`src/rtl/perceptron_sequencer.sv`:
```
// Streaming front/back-end for a pipelined perceptron core: gathers N activations,
// hands the core a stable x/w/b snapshot, waits out its latency and returns y.
module perceptron_sequencer #(
    parameter int N          = 4,
    parameter int DATA_WIDTH = 8,
    parameter int LATENCY    = 3
) (
    input  logic                         clk,
    input  logic                         rst,
    input  logic                         w_wr_en,
    input  logic [$clog2(N)-1:0]         w_wr_idx,
    input  logic signed [DATA_WIDTH-1:0] w_wr_data,
    input  logic                         b_wr_en,
    input  logic signed [DATA_WIDTH-1:0] b_wr_data,
    input  logic                         flush,
    input  logic                         in_valid,
    output logic                         in_ready,
    input  logic signed [DATA_WIDTH-1:0] in_data,
    output logic [N*DATA_WIDTH-1:0]      pe_x,
    output logic [N*DATA_WIDTH-1:0]      pe_w,
    output logic signed [DATA_WIDTH-1:0] pe_b,
    input  logic signed [DATA_WIDTH-1:0] pe_y,
    output logic                         out_valid,
    input  logic                         out_ready,
    output logic signed [DATA_WIDTH-1:0] out_data,
    output logic                         busy
);

    localparam int IDX_W = $clog2(N);
    localparam int CNT_W = $clog2(LATENCY + 1);

    typedef enum logic [1:0] {
        FILL   = 2'd0,
        WAIT   = 2'd1,
        RESULT = 2'd2
    } state_t;

    state_t                         state;
    state_t                         state_next;
    logic [IDX_W-1:0]               count;
    logic [CNT_W-1:0]               lat_cnt;
    logic signed [DATA_WIDTH-1:0]   w_bank [N];
    logic signed [DATA_WIDTH-1:0]   b_reg;
    logic [N*DATA_WIDTH-1:0]        w_packed;
    logic                           accept;
    logic                           last_accept;
    logic                           capture;
    logic                           out_fire;

    // flush wins over a simultaneous element, so the accept condition excludes it
    assign accept      = (state == FILL) && in_valid && !flush;
    assign last_accept = accept && (count == IDX_W'(N - 1));
    assign capture     = (state == WAIT) && (lat_cnt == '0);
    assign out_fire    = (state == RESULT) && out_ready;

    // State register
    always_ff @(posedge clk or posedge rst) begin
        if (rst) begin
            state <= FILL;
        end else begin
            state <= state_next;
        end
    end

    // Next-state logic plus handshake/status outputs, all decoded from state alone
    always_comb begin
        state_next = state;
        in_ready   = 1'b0;
        out_valid  = 1'b0;
        busy       = 1'b0;
        case (state)
            FILL: begin
                in_ready = 1'b1;
                if (last_accept) begin
                    state_next = WAIT;
                end
            end
            WAIT: begin
                busy = 1'b1;
                if (lat_cnt == '0) begin
                    state_next = RESULT;
                end
            end
            RESULT: begin
                busy      = 1'b1;
                out_valid = 1'b1;
                if (out_ready) begin
                    state_next = FILL;
                end
            end
            default: state_next = FILL;
        endcase
    end

    // Weight bank and bias take writes in every state; indices beyond N-1 match no lane
    always_ff @(posedge clk or posedge rst) begin
        if (rst) begin
            for (int i = 0; i < N; i++) begin
                w_bank[i] <= '0;
            end
            b_reg <= '0;
        end else begin
            for (int i = 0; i < N; i++) begin
                if (w_wr_en && (w_wr_idx == IDX_W'(i))) begin
                    w_bank[i] <= w_wr_data;
                end
            end
            if (b_wr_en) begin
                b_reg <= b_wr_data;
            end
        end
    end

    // Flatten the bank so the snapshot is a single vector copy
    always_comb begin
        w_packed = '0;
        for (int i = 0; i < N; i++) begin
            w_packed[i*DATA_WIDTH +: DATA_WIDTH] = w_bank[i];
        end
    end

    // Lane fill, snapshot at the last accept, latency countdown and result capture
    always_ff @(posedge clk or posedge rst) begin
        if (rst) begin
            count    <= '0;
            lat_cnt  <= '0;
            pe_x     <= '0;
            pe_w     <= '0;
            pe_b     <= '0;
            out_data <= '0;
        end else begin
            if ((state == FILL) && flush) begin
                count <= '0;
            end else if (accept) begin
                for (int i = 0; i < N; i++) begin
                    if (count == IDX_W'(i)) begin
                        pe_x[i*DATA_WIDTH +: DATA_WIDTH] <= in_data;
                    end
                end
                count <= last_accept ? '0 : count + 1'b1;
            end else if (out_fire) begin
                count <= '0;
            end

            if (last_accept) begin
                lat_cnt <= CNT_W'(LATENCY);
                pe_w    <= w_packed;
                pe_b    <= b_reg;
            end else if ((state == WAIT) && (lat_cnt != '0)) begin
                lat_cnt <= lat_cnt - 1'b1;
            end

            if (capture) begin
                out_data <= pe_y;
            end
        end
    end

endmodule
```
`config.mk`:
```
export PLATFORM = sky130hd
export DESIGN_NAME = perceptron_sequencer
export DESIGN_NICKNAME = d
export VERILOG_FILES = /design/src/rtl/perceptron_sequencer.sv
export SDC_FILE = /design/constraint.sdc
export NUM_CORES = 1
export LEC_CHECK = 0
export ABC_AREA = 1
export CAP_MARGIN = 30
export CORE_UTILIZATION = 30
export CTS_BUF_LIST = sky130_fd_sc_hd__clkbuf_8
export DETAILED_ROUTE_END_ITERATION = 8
export GPL_ROUTABILITY_DRIVEN = 0
export MAX_ROUTING_LAYER = met4
export PLACE_DENSITY = 0.52
export SLEW_MARGIN = 20
export SYNTH_ARGS = -nofsm -noshare
export SYNTH_HDL_FRONTEND = slang
export SYNTH_SLANG_ARGS = --single-unit
```
`constraint.sdc`:
```
create_clock -name clk -period 4.28 [get_ports clk]
set_input_delay 0.856 -clock clk [delete_from_list [all_inputs] [get_ports clk]]
set_output_delay 0.856 -clock clk [all_outputs]
set_load 0.05 [all_outputs]
```
# [Word-level counts from Yosys, hierarchy flattened]
# Cells that the tools add are included.
[word_totals] reg_bits=126 input_bits=41 out_inout_bits=83 wordCells=67
[op_classes] addsub=2 n_eq_ne=11 n_mux=13 n_bitwise=1 n_reduce_logical=25
[op_table] cell="two-way mux 2 bit" n=9
[op_table] cell="AND reduction 3 bit" n=5
[op_table] cell="logical AND 1 bit" n=11
[op_table] cell="equality test 2 bit (second input constant)" n=5
[op_table] cell="zero test 2 bit" n=4
[op_table] cell="equality test 2 x 1 -> 1 bit (second input constant)" n=3
[op_table] cell="!= test 2 bit (second input constant)" n=3
[op_table] cell="case mux 2 bit (3 select lines)" n=1
[op_table] cell="nonzero test 2 bit" n=2
[op_table] cell="two-way mux 1 bit" n=3
[op_table] cell="nonzero test 3 bit" n=1
[op_table] cell="adder 2 x 1 -> 2 bit (second input constant)" n=1
[op_table] cell="OR reduction 2 bit" n=1
[op_table] cell="subtractor 2 x 1 -> 2 bit (second input constant)" n=1
[op_table] cell="zero test 1 bit" n=1
[op_table] cell="NOT 1 bit" n=1

# [Longest topological paths before layout]
[depth] ltp_word=7 ltp_mapped=9

# [Least setup slack after synthesis]
# No wires, ideal clock.
[synth_timing] kind="register to register" from="reg state[0]" to="reg pe_w[0]" setup_ps=118 arrival_time_ps=1769 required_time_ps=4162 slack_ps=2393 path_stages_with_launch=8 path_buffers=2 path_cell_list="dfrtp_1 > inv_1 > ha_1 > nand4_2 > buf_4 > buf_2 > nand2_1 > nand2_1"
[synth_via] elab_chain_len=4
[synth_rtl] item="start: declaration" line="38" rtl="state_t state;"
[synth_rtl] item="start signal: assignment" line="61" rtl="state <= state_next;"
[synth_rtl] item="zero test 2 bit" line="51" rtl="assign accept = (state == FILL) && in_valid && !flush;"
[synth_rtl] item="logical AND 1 bit (2 in series)" line="51"
[synth_rtl] item="logical AND 1 bit" line="52" rtl="assign last_accept = accept && (count == IDX_W'(N - 1));"
[synth_rtl] item="end signal: assignment" line="147" rtl="pe_w <= w_packed;"
[synth_rtl] item="end: declaration" line="20" rtl="output logic [N*DATA_WIDTH-1:0] pe_w,"
# No other way between the ends.
# A chain may end at the register's enable or synchronous reset.

# [Final worst setup path]
[layout_timing] from="reg state[1]" to="out in_ready"
[layout_via] elab_chain_len=2
[layout_rtl] item="zero test 2 bit" line="71" rtl="case (state)"
[layout_rtl] item="two-way mux 1 bit" line="71"
[layout_rtl] item="end: declaration" line="17" rtl="output logic in_ready,"
# No other way between the ends.

==> impl_metrics.py <==
metrics = {
    "run_status": {
        "status": "complete, no violations",
    },
    "worst_setup_path": {
        "critical_path_peak_fanout": 5,
        "criticalPathCategory": "flip-flop to primary output",
        "cpMaxStageDelayCell": "sky130_fd_sc_hd__clkdlybuf4s50_1",
        "worstPathCellList": "inv_1, ha_1, clkdlybuf4s50_1",
        "crit_required_ns": 3.42,
        "worstSetupStartpointType": "flip-flop",
        "critical_path_arrival_ns": 2.05,
        "slowest_delay_ns": 0.83,
        "crit_path_end_kind": "primary output",
    },
    "sta": {
        "grt_setup_unrepaired": "no",
        "timing.setup.tns_ns": 0,
        "worst_slew_pin_slew_ns": 0.7603,
        "max_freq_ghz": 0.3440,
        "timing.final.hold_violations": 0,
        "timing.final.crit_share_pct": 67.91,
        "report.final.slew_viol_count": 0,
        "holdWs_ns": 0.4681,
        "fin_worst_skew_ns": 0.007817,
        "post-route-min-period_ns": 2.907,
        "final_setup_violation_count": 0,
        "timing.slew.headroom_pct": 49.31,
    },
    "pwr": {
        "cellPowerDensity_nw_per_um2": 709.6,
        "peakVddDrop_mv": 0.2900,
        "total_leakage_power_nw": 3.301,
        "report.power.total_mw": 4.783,
    },
    "synthesis": {
        "synth_edf_count": 0,
        "synth_commonest_cells": "231 x sky130_fd_sc_hd__nand2_1, 126 x sky130_fd_sc_hd__dfrtp_1, 65 x sky130_fd_sc_hd__o21ai_0",
        "postSynth.topFlopCell": "sky130_fd_sc_hd__dfrtp_1",
        "synth_top_area_share_pct": 63.96,
        "synth_top_cell_by_area": "sky130_fd_sc_hd__dfrtp_1",
        "syn_nets": 569,
        "post_synth_main_area_contributors": "sky130_fd_sc_hd__dfrtp_1 64%, sky130_fd_sc_hd__nand2_1 18%, sky130_fd_sc_hd__o21ai_0 6.6%",
        "synth_seq_cells": 126,
        "syn-instance-count": 518,
        "syn-mean-instance-area_um2": 9.517,
        "total_number_of_yosys_warnings": 0,
        "syn-cell-area_um2": 4930,
        "post-synth-top-count-cell": "sky130_fd_sc_hd__nand2_1",
        "yosys.cell_types.count": 16,
        "async_flop_share_pct": 100.0,
        "synth_seq_area_share_pct": 63.96,
    },
    "routing": {
        "antenna_left": 0,
        "post_drt_via_cell_ratio": 4.284,
        "first_iteration_detailed_routing_drc_count": 205,
        "count_of_vias_placed_by_the_detailed_router": 3740,
        "route.detailed.drc": 0,
        "wl_um": 11900,
        "routed_wire_length_per_instance_um": 13.63,
        "initial_drt_pass_iterations": 4,
    },
    "clock_network": {
        "post_cts_resized": 0,
        "clock_path_buffers": 2,
        "worst_skew_pair.late_latency_ns": 0.43,
        "number_of_setup_buffers_added_after_cts": 0,
        "cts.sinks": 126,
        "cts_tree": "built",
        "clock_tree.htree_level_count": 4,
        "cell_at_the_root_of_the_clock_tree": "sky130_fd_sc_hd__clkbuf_8",
        "ctsHoldBuffers": 0,
        "clkSlewWorstSetupHoldPaths_ns": 0.07,
        "numCtsBuffers": 17,
    },
    "die": {
        "placementRows": 46,
        "floorplan.die_area_um2": 16950,
        "die_h_um": 130.2,
        "placeableCoreArea_um2": 15940,
        "num_io_pins": 124,
        "die_width_um": 130.2,
        "floorplan.initialDensity_pct": 30.92,
    },
    "global_route": {
        "grt_max_degree": 70,
        "first_global_vias": 3741,
        "number_of_antenna_violations_at_the_first_check_in_global_routing": 0,
        "grt_use_total_pct": 15.66,
        "wire_length_of_the_first_global_routing_pass_um": 19260,
        "global_route.overflow_total": 0,
    },
    "placed_design": {
        "placement.cell_area_um2": 6385,
        "place.port_buffers": 123,
        "dp.final_hpwl_um": 7997,
    },
    "cells_and_area": {
        "filler_cell_count": 1574,
        "biggest_regs": "pe_w (32), pe_x (32), w_bank (32)",
        "num_antenna_cells": 0,
        "final_cell_area_um2": 6740,
        "post_route_cells_drive_above_1_share_pct": 6.545,
        "final_net_count": 696,
        "area.growth.synth_to_final_pct": 36.73,
        "post-route-util_pct": 42.28,
    },
    "hold_path": {
        "hold_class": "flip-flop to flip-flop",
    },
    "run": {
        "max_cap_viol_count": 0,
    },
}
## metrics by stage
step           instances  setup slack [ns]
6_report             873             1.373
3_5_place_dp         842             1.424
4_1_cts              873             1.327
2_1_floorplan        518           0.06806
3_3_place_gp         842             1.440
5_1_grt              873             1.261
## critical path: cells and delay by family, from the launching register on
family / cells / cell delay [ns]
buf+inv: 2 / 0.96
flops: 1 / 0.39
fa+ha+maj: 1 / 0.26
## cells in the final DEF (no fill, tap or decap), types with 2 or more instances in the layout
cell type	instances
sky130_fd_sc_hd__dfrtp_1	126
sky130_fd_sc_hd__o21ai_0	65
sky130_fd_sc_hd__nand2_1	231
sky130_fd_sc_hd__buf_4	2
sky130_fd_sc_hd__clkdlybuf4s50_1	123
sky130_fd_sc_hd__mux2_2	8
sky130_fd_sc_hd__nor2_1	2
sky130_fd_sc_hd__clkinvlp_4	3
sky130_fd_sc_hd__ha_1	10
sky130_fd_sc_hd__nor2_4	3
sky130_fd_sc_hd__clkbuf_8	20
sky130_fd_sc_hd__o21ai_1	10
sky130_fd_sc_hd__inv_1	36
sky130_fd_sc_hd__inv_2	2
sky130_fd_sc_hd__nand3_1	10
## final cells by class
cell class	count	area (µm²)	area share, %
timing repair buffer	126	1266	18.79
multi-input combinational	341	1569	23.28
clock inverter	11	80.08	1.188
clock buffer	20	275.3	4.084
sequential	126	3153	46.78
tap	216	270.3	4.010
inverter	33	126.4	1.875
## power by group
part / total (mW) / switching [mW] / internal, mW
registers: 1.72 / 0.198 / 1.53
clock network: 0.932 / 0.445 / 0.488
logic: 2.13 / 1.44 / 0.689
## per-layer routing
layer | vias to the layer above | wire length (µm) | global-route usage (%)
li1 | 1878 | - | -
met1 | 1760 | 5680 | 19.93
met2 | 90 | 5599 | 23.94
met3 | 12 | 498 | 4.305
met4 | 0 | 123 | 5.335
met5 | - | 0 | -
## cells by family after synthesis
group	after synthesis	synth area share, %
muxes	8	1.827
DFF	126	63.96
adders and majority gates	10	2.538
and+or+nand+nor	247	19.70
buffers and inverters	51	4.213
AOI/OAI and AO/OA	76	7.767
## path summary, 6_finish.rpt
check	depth (start not counted)	slack (ns)	start	endpoint
min in group asynchronous	2	0.89	rst	pe_x[26]
max	3	1.37	state[1]	in_ready
min	2	0.47	w_bank[18]	pe_w[10]
max reg2reg	7	2.08	state[0]	pe_w[9]
max in group asynchronous	3	2.50	rst	pe_x[30]
min reg2reg	2	0.47	w_bank[18]	pe_w[10]
No activity file was read; power rests on OpenSTA's default activity.
